**config.mk**
```make
export PLATFORM = sky130hd
export DESIGN_NAME = shift_add_mult_seq
export DESIGN_NICKNAME = d
export VERILOG_FILES = /design/src/rtl/shift_add_mult_seq.sv
export SDC_FILE = /design/constraint.sdc
export NUM_CORES = 1
export LEC_CHECK = 0
export BUFFER_PORTS_ARGS = -buffer_cell sky130_fd_sc_hd__buf_2
export CORE_ASPECT_RATIO = 1.25
export CORE_MARGIN = 2
export CORE_UTILIZATION = 57
export CTS_CLUSTER_DIAMETER = 100
export DETAILED_ROUTE_END_ITERATION = 7
export PLACE_DENSITY = 0.8
export SLEW_MARGIN = 25
export SYNTH_ARGS = -nofsm -noshare
export SYNTH_HDL_FRONTEND = slang
export SYNTH_SLANG_ARGS = --single-unit
```
**constraint.sdc**
```tcl
create_clock -name Clk -period 3.3 [get_ports Clk]
set_input_delay 0.495 -clock Clk [delete_from_list [all_inputs] [get_ports Clk]]
set_output_delay 0.495 -clock Clk [all_outputs]
set_load 0.05 [all_outputs]
```
**src/rtl/shift_add_mult_seq.sv**
```systemverilog
// Sequential shift-add multiplier: control FSM and A/B/X datapath in one block.
// Product Din*B is formed one multiplier bit per ADD/SHIFT pair into {A,B}, X is the extension bit.
module shift_add_mult_seq #(
    parameter int unsigned WIDTH  = 8,
    parameter bit          SIGNED = 1'b1
) (
    input  logic             Clk,
    input  logic             Reset,
    input  logic             Run,
    input  logic             ClearA_LoadB,
    input  logic [WIDTH-1:0] Din,
    output logic [WIDTH-1:0] Aval,
    output logic [WIDTH-1:0] Bval,
    output logic             X,
    output logic             Busy,
    output logic             Done
);

    localparam int unsigned CNT_W = $clog2(WIDTH);
    localparam logic [CNT_W-1:0] LAST_ITER = CNT_W'(WIDTH - 1);

    typedef enum logic [1:0] {
        IDLE  = 2'd0,
        ADD   = 2'd1,
        SHIFT = 2'd2,
        HOLD  = 2'd3
    } state_t;

    state_t           state;
    state_t           state_next;
    logic [WIDTH-1:0] a_q;
    logic [WIDTH-1:0] b_q;
    logic [WIDTH-1:0] s_q;
    logic             x_q;
    logic [CNT_W-1:0] cnt_q;
    logic             run_q;
    logic             start_c;
    logic             last_c;
    logic [WIDTH:0]   a_ext_c;
    logic [WIDTH:0]   s_ext_c;
    logic [WIDTH:0]   sum_c;

    assign start_c = Run & ~run_q;
    assign last_c  = (cnt_q == LAST_ITER);

    // Outputs are the register contents themselves
    assign Aval = a_q;
    assign Bval = b_q;
    assign X    = x_q;

    // (WIDTH+1)-bit partial-product update; signed mode subtracts on the last iteration
    always_comb begin
        a_ext_c = {1'b0, a_q};
        s_ext_c = {1'b0, s_q};
        sum_c   = '0;
        if (SIGNED) begin
            a_ext_c = {a_q[WIDTH-1], a_q};
            s_ext_c = {s_q[WIDTH-1], s_q};
        end
        if (SIGNED && last_c) begin
            sum_c = a_ext_c - s_ext_c;
        end else begin
            sum_c = a_ext_c + s_ext_c;
        end
    end

    // State register
    always_ff @(posedge Clk or posedge Reset) begin
        if (Reset) begin
            state <= IDLE;
        end else begin
            state <= state_next;
        end
    end

    // Next-state logic
    always_comb begin
        state_next = state;
        case (state)
            IDLE:    if (start_c) state_next = ADD;
            ADD:     state_next = SHIFT;
            SHIFT:   state_next = last_c ? HOLD : ADD;
            HOLD:    if (!Run) state_next = IDLE;
            default: state_next = IDLE;
        endcase
    end

    // Handshake outputs: Busy tracks ADD/SHIFT, Done follows HOLD one cycle later
    always_ff @(posedge Clk or posedge Reset) begin
        if (Reset) begin
            run_q <= 1'b0;
            Busy  <= 1'b0;
            Done  <= 1'b0;
        end else begin
            run_q <= Run;
            Busy  <= (state_next == ADD) || (state_next == SHIFT);
            Done  <= (state == HOLD);
        end
    end

    // Datapath: load/clear in IDLE, accumulate in ADD, arithmetic right shift of {X,A,B} in SHIFT
    always_ff @(posedge Clk or posedge Reset) begin
        if (Reset) begin
            a_q   <= '0;
            b_q   <= '0;
            s_q   <= '0;
            x_q   <= 1'b0;
            cnt_q <= '0;
        end else begin
            case (state)
                IDLE: begin
                    if (start_c) begin
                        s_q   <= Din;
                        a_q   <= '0;
                        x_q   <= 1'b0;
                        cnt_q <= '0;
                    end else if (ClearA_LoadB) begin
                        a_q <= '0;
                        x_q <= 1'b0;
                        b_q <= Din;
                    end
                end
                ADD: begin
                    if (b_q[0]) begin
                        {x_q, a_q} <= sum_c;
                    end
                end
                SHIFT: begin
                    b_q <= {a_q[0], b_q[WIDTH-1:1]};
                    a_q <= {x_q, a_q[WIDTH-1:1]};
                    if (!SIGNED) begin
                        x_q <= 1'b0;
                    end
                    if (!last_c) begin
                        cnt_q <= cnt_q + CNT_W'(1);
                    end
                end
                default: ;
            endcase
        end
    end

endmodule

```
# Word level (Yosys, flattened, before mapping)
# Cells that the tools add are included.
[totals] regBits=33 inputBits=12
[op_classes] bitwise_logic=2 addsub=3 n_mux=19 reduce_logical=10 n_eq_ne=12
[ops] cell="2-to-1 mux 8 bit" count=5
[ops] cell="case mux 8 bit (3 select lines)" count=1
[ops] cell="case mux 8 bit (2 select lines)" count=1
[ops] cell="AND reduction 3 bit" count=4
[ops] cell="inequality test 2 bit, second input constant" count=5
[ops] cell="adder 8 x 8 -> 9 bit" count=1
[ops] cell="2-to-1 mux 9 bit" count=1
[ops] cell="subtractor 8 x 8 -> 9 bit" count=1
[ops] cell="case mux 2 bit (4 select lines)" count=1
[ops] cell="equality test 2 bit, second input constant" count=3
[ops] cell="2-to-1 mux 2 bit" count=3
[ops] cell="2-to-1 mux 3 bit" count=2
[ops] cell="case mux 3 bit (2 select lines)" count=1
[ops] cell="equality test 2 x 1 -> 1 bit, second input constant" count=2
[ops] cell="nonzero test 2 bit" count=2
[ops] cell="adder 3 x 1 -> 3 bit, second input constant" count=1
[ops] cell="equality test 3 bit, second input constant" count=1
[ops] cell="2-to-1 mux 1 bit" count=3
[ops] cell="inequality test 3 bit, second input constant" count=1
[ops] cell="nonzero test 3 bit" count=1
[ops] cell="logical NOT 2 bit" count=1
[ops] cell="case mux 1 bit (2 select lines)" count=1
[ops] cell="AND reduction 2 bit" count=1
[ops] cell="AND 1 bit" count=1
[ops] cell="other kinds (2)" count=2

# Depth between registers and ports, before layout
[logic_depth] ltp_word=6 depth_mapped=11 ltp_nobuf=10

# Worst setup path before layout
# Ideal clock, no wire load.
[synth_timing] kind="register -> register" from="reg cnt_q[0]" to="reg a_q[3], in the netlist Aval[3]" setup_slack_ns=0.675 t_arrival_ns=2.504 setup_time_ns=0.121 required_time_ns=3.179 path_stages_with_launch=12 period_less_slack_ns=2.625 cell_sequence="dfrtp_1 ha_1 ha_1 buf_6 mux2_2 inv_1 ha_1 nor2b_1 o21ai_0 or3b_2 a32o_1 a22o_1"
[synth_between] elab_chain_len=4
[synth_lines] element="start, declared" line="35" source="logic [CNT_W-1:0] cnt_q;"
[synth_lines] element="start signal, assigned" line="135" source="cnt_q <= cnt_q + CNT_W'(1);"
[synth_lines] element="equality test 3 bit" line="44" source="assign last_c = (cnt_q == LAST_ITER);"
[synth_lines] element="2-to-1 mux 9 bit" line="60" source="if (SIGNED && last_c) begin"
[synth_lines] element="2-to-1 mux 8 bit" line="124" source="if (b_q[0]) begin"
[synth_lines] element="case mux 8 bit (3 select lines)" line="110" source="case (state)"
[synth_lines] element="end signal, assigned" line="125" source="{x_q, a_q} <= sum_c;"
[synth_lines] element="end signal, assigned" line="130" source="a_q <= {x_q, a_q[WIDTH-1:1]};"
[synth_lines] element="end, declared" line="31" source="logic [WIDTH-1:0] a_q;"
# No other way between the ends. The select of a mux whose other input is x is not followed.
# A chain may end at the register's enable or synchronous reset.

# Worst setup path in the final report
[layout_timing] from="reg cnt_q[0]" to="reg x_q, in the netlist X"
[layout_between] elab_chain_len=4
[layout_lines] element="equality test 3 bit" line="44"
[layout_lines] element="2-to-1 mux 9 bit" line="60"
[layout_lines] element="2-to-1 mux 1 bit" line="124"
[layout_lines] element="case mux 1 bit (2 select lines)" line="110"
[layout_lines] element="end signal, assigned" line="125"
[layout_lines] element="end, declared" line="34" source="logic x_q;"
# No other way between the ends. The select of a mux whose other input is x is not followed.

==> results.yml <==
synthesis:
  synth-seq-cells: 33
  ys_types: 47
  avgSynthCellArea_um2: 9.61
  synth-seq-area-share_pct: 39.1
  synth_area_mm2: 0.00211
  synthTopCellsByCount: "dfrtp_1, nand2_1, a21oi_1, inv_1"
  yosysTopAreaCell: "dfrtp_1"
  netlist.area_leader.share_pct: 39.1
  syn-num-nets: 249
  synth_edf_count: 0
  synth_area_leaders: "dfrtp_1, ha_1, mux2_2, mux2i_1, a21oi_1"
  synth_flop_cell: "dfrtp_1"
  synth_warnings: 0
  postSynthCellCount: 220
  async_reset_ff_share_pct: 100
  synth_most_common_cell: "dfrtp_1"
cells_and_area:
  multi_input_area_mm2: 0.00118
  nNetsFinal: 282
  n_antenna_cell: 0
  syn2layout_area_growth_pct: 14.2
  seq_area_um2: 826
  final_util_pct: 68.7
  drive_above_1_share_pct: 22.0
  num-fill-cells: 299
grt:
  grt_pass1_vias: 1688
  grt.busiest_layer: "met2"
  grt_antenna_before_repair: 0
  met3_usage_pct: 3.57
  grtUsageMet2_pct: 39.6
  globalRouteOverflowTotal: 0
  grt_first_pass_wirelength_um: 7510
  grt_max_degree: 34
  met1_usage_pct: 28.5
  grt_use_total_pct: 23.5
worst_setup_path:
  start_kind: "register"
  slowest_stage: "fa_1"
  r2r-end: "X"
  critPathMaxStageDelay_ps: 440
  ff2ff_setup_slack_ps: 670
  cp_top_family: "adder cells"
  path_common_cell: "ha_1"
  critPathBufInv: 0
  worstSetupEndpointType: "register"
  crit_fanout: 3
  critPathKind: "reg -> reg"
  cp_cell_sequence: "ha_1 -> ha_1 -> mux2_2 -> fa_1 -> nand2b_1 -> a21oi_1 -> o21ai_0 -> a211o_1 -> nand3_1"
  required_ps: 3520
  rr_startpoint: "cnt_q[0]"
  arrival_ps: 2850
  reg2reg_depth: 9
clock_tree:
  cts_num_sinks: 33
  postCtsSetupBuffers: 0
  clock_latency_ps: 280
  clockBufferDepth: 2
  htreeDepth: 2
  cts_resized: 0
  clk_pin_slew_worst_paths_ps: 70
  clock_tree.root_cell: "clkbuf_8"
  cts_tree: "yes"
  numCtsBuffers: 5
  hold_buffers: 0
sta:
  period_share_pct: 79.7
  max_freq_mhz: 380
  fin_tns_setup_ps: 0
  hold_viol: 0
  skew_ps: 3.02
  rsz0062_at_grt: "no"
  slew_headroom_pct: 66.1
  maxSlewViolCount: 0
  tightest_slew_ps: 504
  setup_viol: 0
  fin_crit_ps: 2630
run:
  max_cap_violations: 0
floorplan:
  initial_core_util_pct: 60.2
  die_h_um: 72.1
  die_w_um: 58.5
  core_region_area_mm2: 0.00351
  die_area_mm2: 0.00422
  ioPinCount: 31
  fp-row-count: 24
power_and_ir_drop:
  peakVddDrop_uv: 725
  pwr_density_cell_mw_per_mm2: 1150
  p_leak_nw: 1.14
place:
  gp_congestion: 0.779
  dp_hpwl_um: 3210
  io_buffers: 30
drt:
  vias_per_cell: 5.81
  drtPass1Iterations: 4
  antenna_left: 0
  drc: 0
  post_drt_wl_per_cell_um: 15.1
  drt-initial-drc-count: 58
  vias: 1703
  routed_wl_um: 4420
min_path:
  min_path_type: "in -> async"
status:
  status: "finished, final reports clean"
metrics by stage:
stage / cell area (um^2) / total power (W) / setup slack [ps] / std cells / hold slack [ps]
floorplan: 2110 / 0.00203 / 675 / 220 / 517
global placement: 2290 / 0.00233 / 741 / 285 / 503
detailed placement: 2290 / 0.00238 / 687 / 285 / 508
CTS: 2410 / 0.00279 / 669 / 293 / 301
global route: 2410 / 0.00299 / 516 / 293 / 342
finish: 2410 / 0.00278 / 669 / 293 / 285
state kept, by name, summed over array words and instances (netlist names):
name   cells
Aval       8
Busy       1
Bval       8
Done       1
X          1
cnt_q      3
run_q      1
s_q        8
state      2
logic make-up after synthesis:
logic type / Yosys count / share of synthesized area, %
AO/OA/AOI/OAI: 60 / 19.1
AND/OR/NAND/NOR: 58 / 13.4
flip-flops: 33 / 39.1
buffers and inverters: 25 / 5.15
multiplexers: 19 / 9.53
adder cells (fa/ha/maj): 17 / 10.4
XOR/XNOR: 8 / 3.31
layer usage:
layer	share of wire (%)	wire length (um)
met1	42	1870
met2	51	2240
met3	4.3	188
met4	2.7	119
met5	0	0
worst register-to-register path, stage by stage, from the launching register on:
cell and delay [ps]:
dfrtp_1 390, ha_1 210, ha_1 210, mux2_2 300, fa_1 440, nand2b_1 190
a21oi_1 260, o21ai_0 200, a211o_1 300, nand3_1 80
worst max path at each step:
stage | from | endpoint | slack (ps) | depth (start not counted)
floorplan | cnt_q[0] | Aval[3] | 680 | 11
global placement | cnt_q[0] | Aval[3] | 740 | 10
detailed placement | cnt_q[0] | Aval[3] | 690 | 10
CTS | cnt_q[0] | Aval[3] | 670 | 10
global route | cnt_q[0] | Aval[5] | 520 | 10
finish | cnt_q[0] | X | 670 | 9
cell usage in the layout, fill, tap and decap left out, drive strengths merged, types with 2 or more instances in the layout:
cell / Yosys / layout
o31ai: 4 / 4
nor2b: 2 / 2
o21a: 5 / 5
a22o: 3 / 3
and3: 3 / 3
dfrtp: 33 / 33
buf: 4 / 33
nor2: 16 / 16
nand2: 18 / 18
inv: 18 / 18
xnor2: 7 / 7
o21ai: 16 / 16
nand2b: 4 / 4
a21oi: 17 / 17
mux2: 9 / 9
a21boi: 2 / 2
mux2i: 10 / 10
clkbuf: 3 / 6
a32oi: 2 / 2
nand3: 6 / 6
ha: 16 / 16
nor3: 4 / 4
final cells by class:
cell class / count / share of cell area [%]
inverters: 18 / 2.80
clock inverters: 2 / 1.55
flip-flops and latches: 33 / 34.2
well taps: 39 / 2.02
multi-input cells: 162 / 48.9
repair buffers: 33 / 7.15
clock buffers: 6 / 3.42
report_power, final:
part / leakage (nW) / switching (W) / internal [W]
registers: 0.410 / 0.000173 / 0.000570
logic: 0.669 / 0.00103 / 0.000610
clock network: 0.0574 / 0.000152 / 0.000245
(Power assumes the default switching activity.)
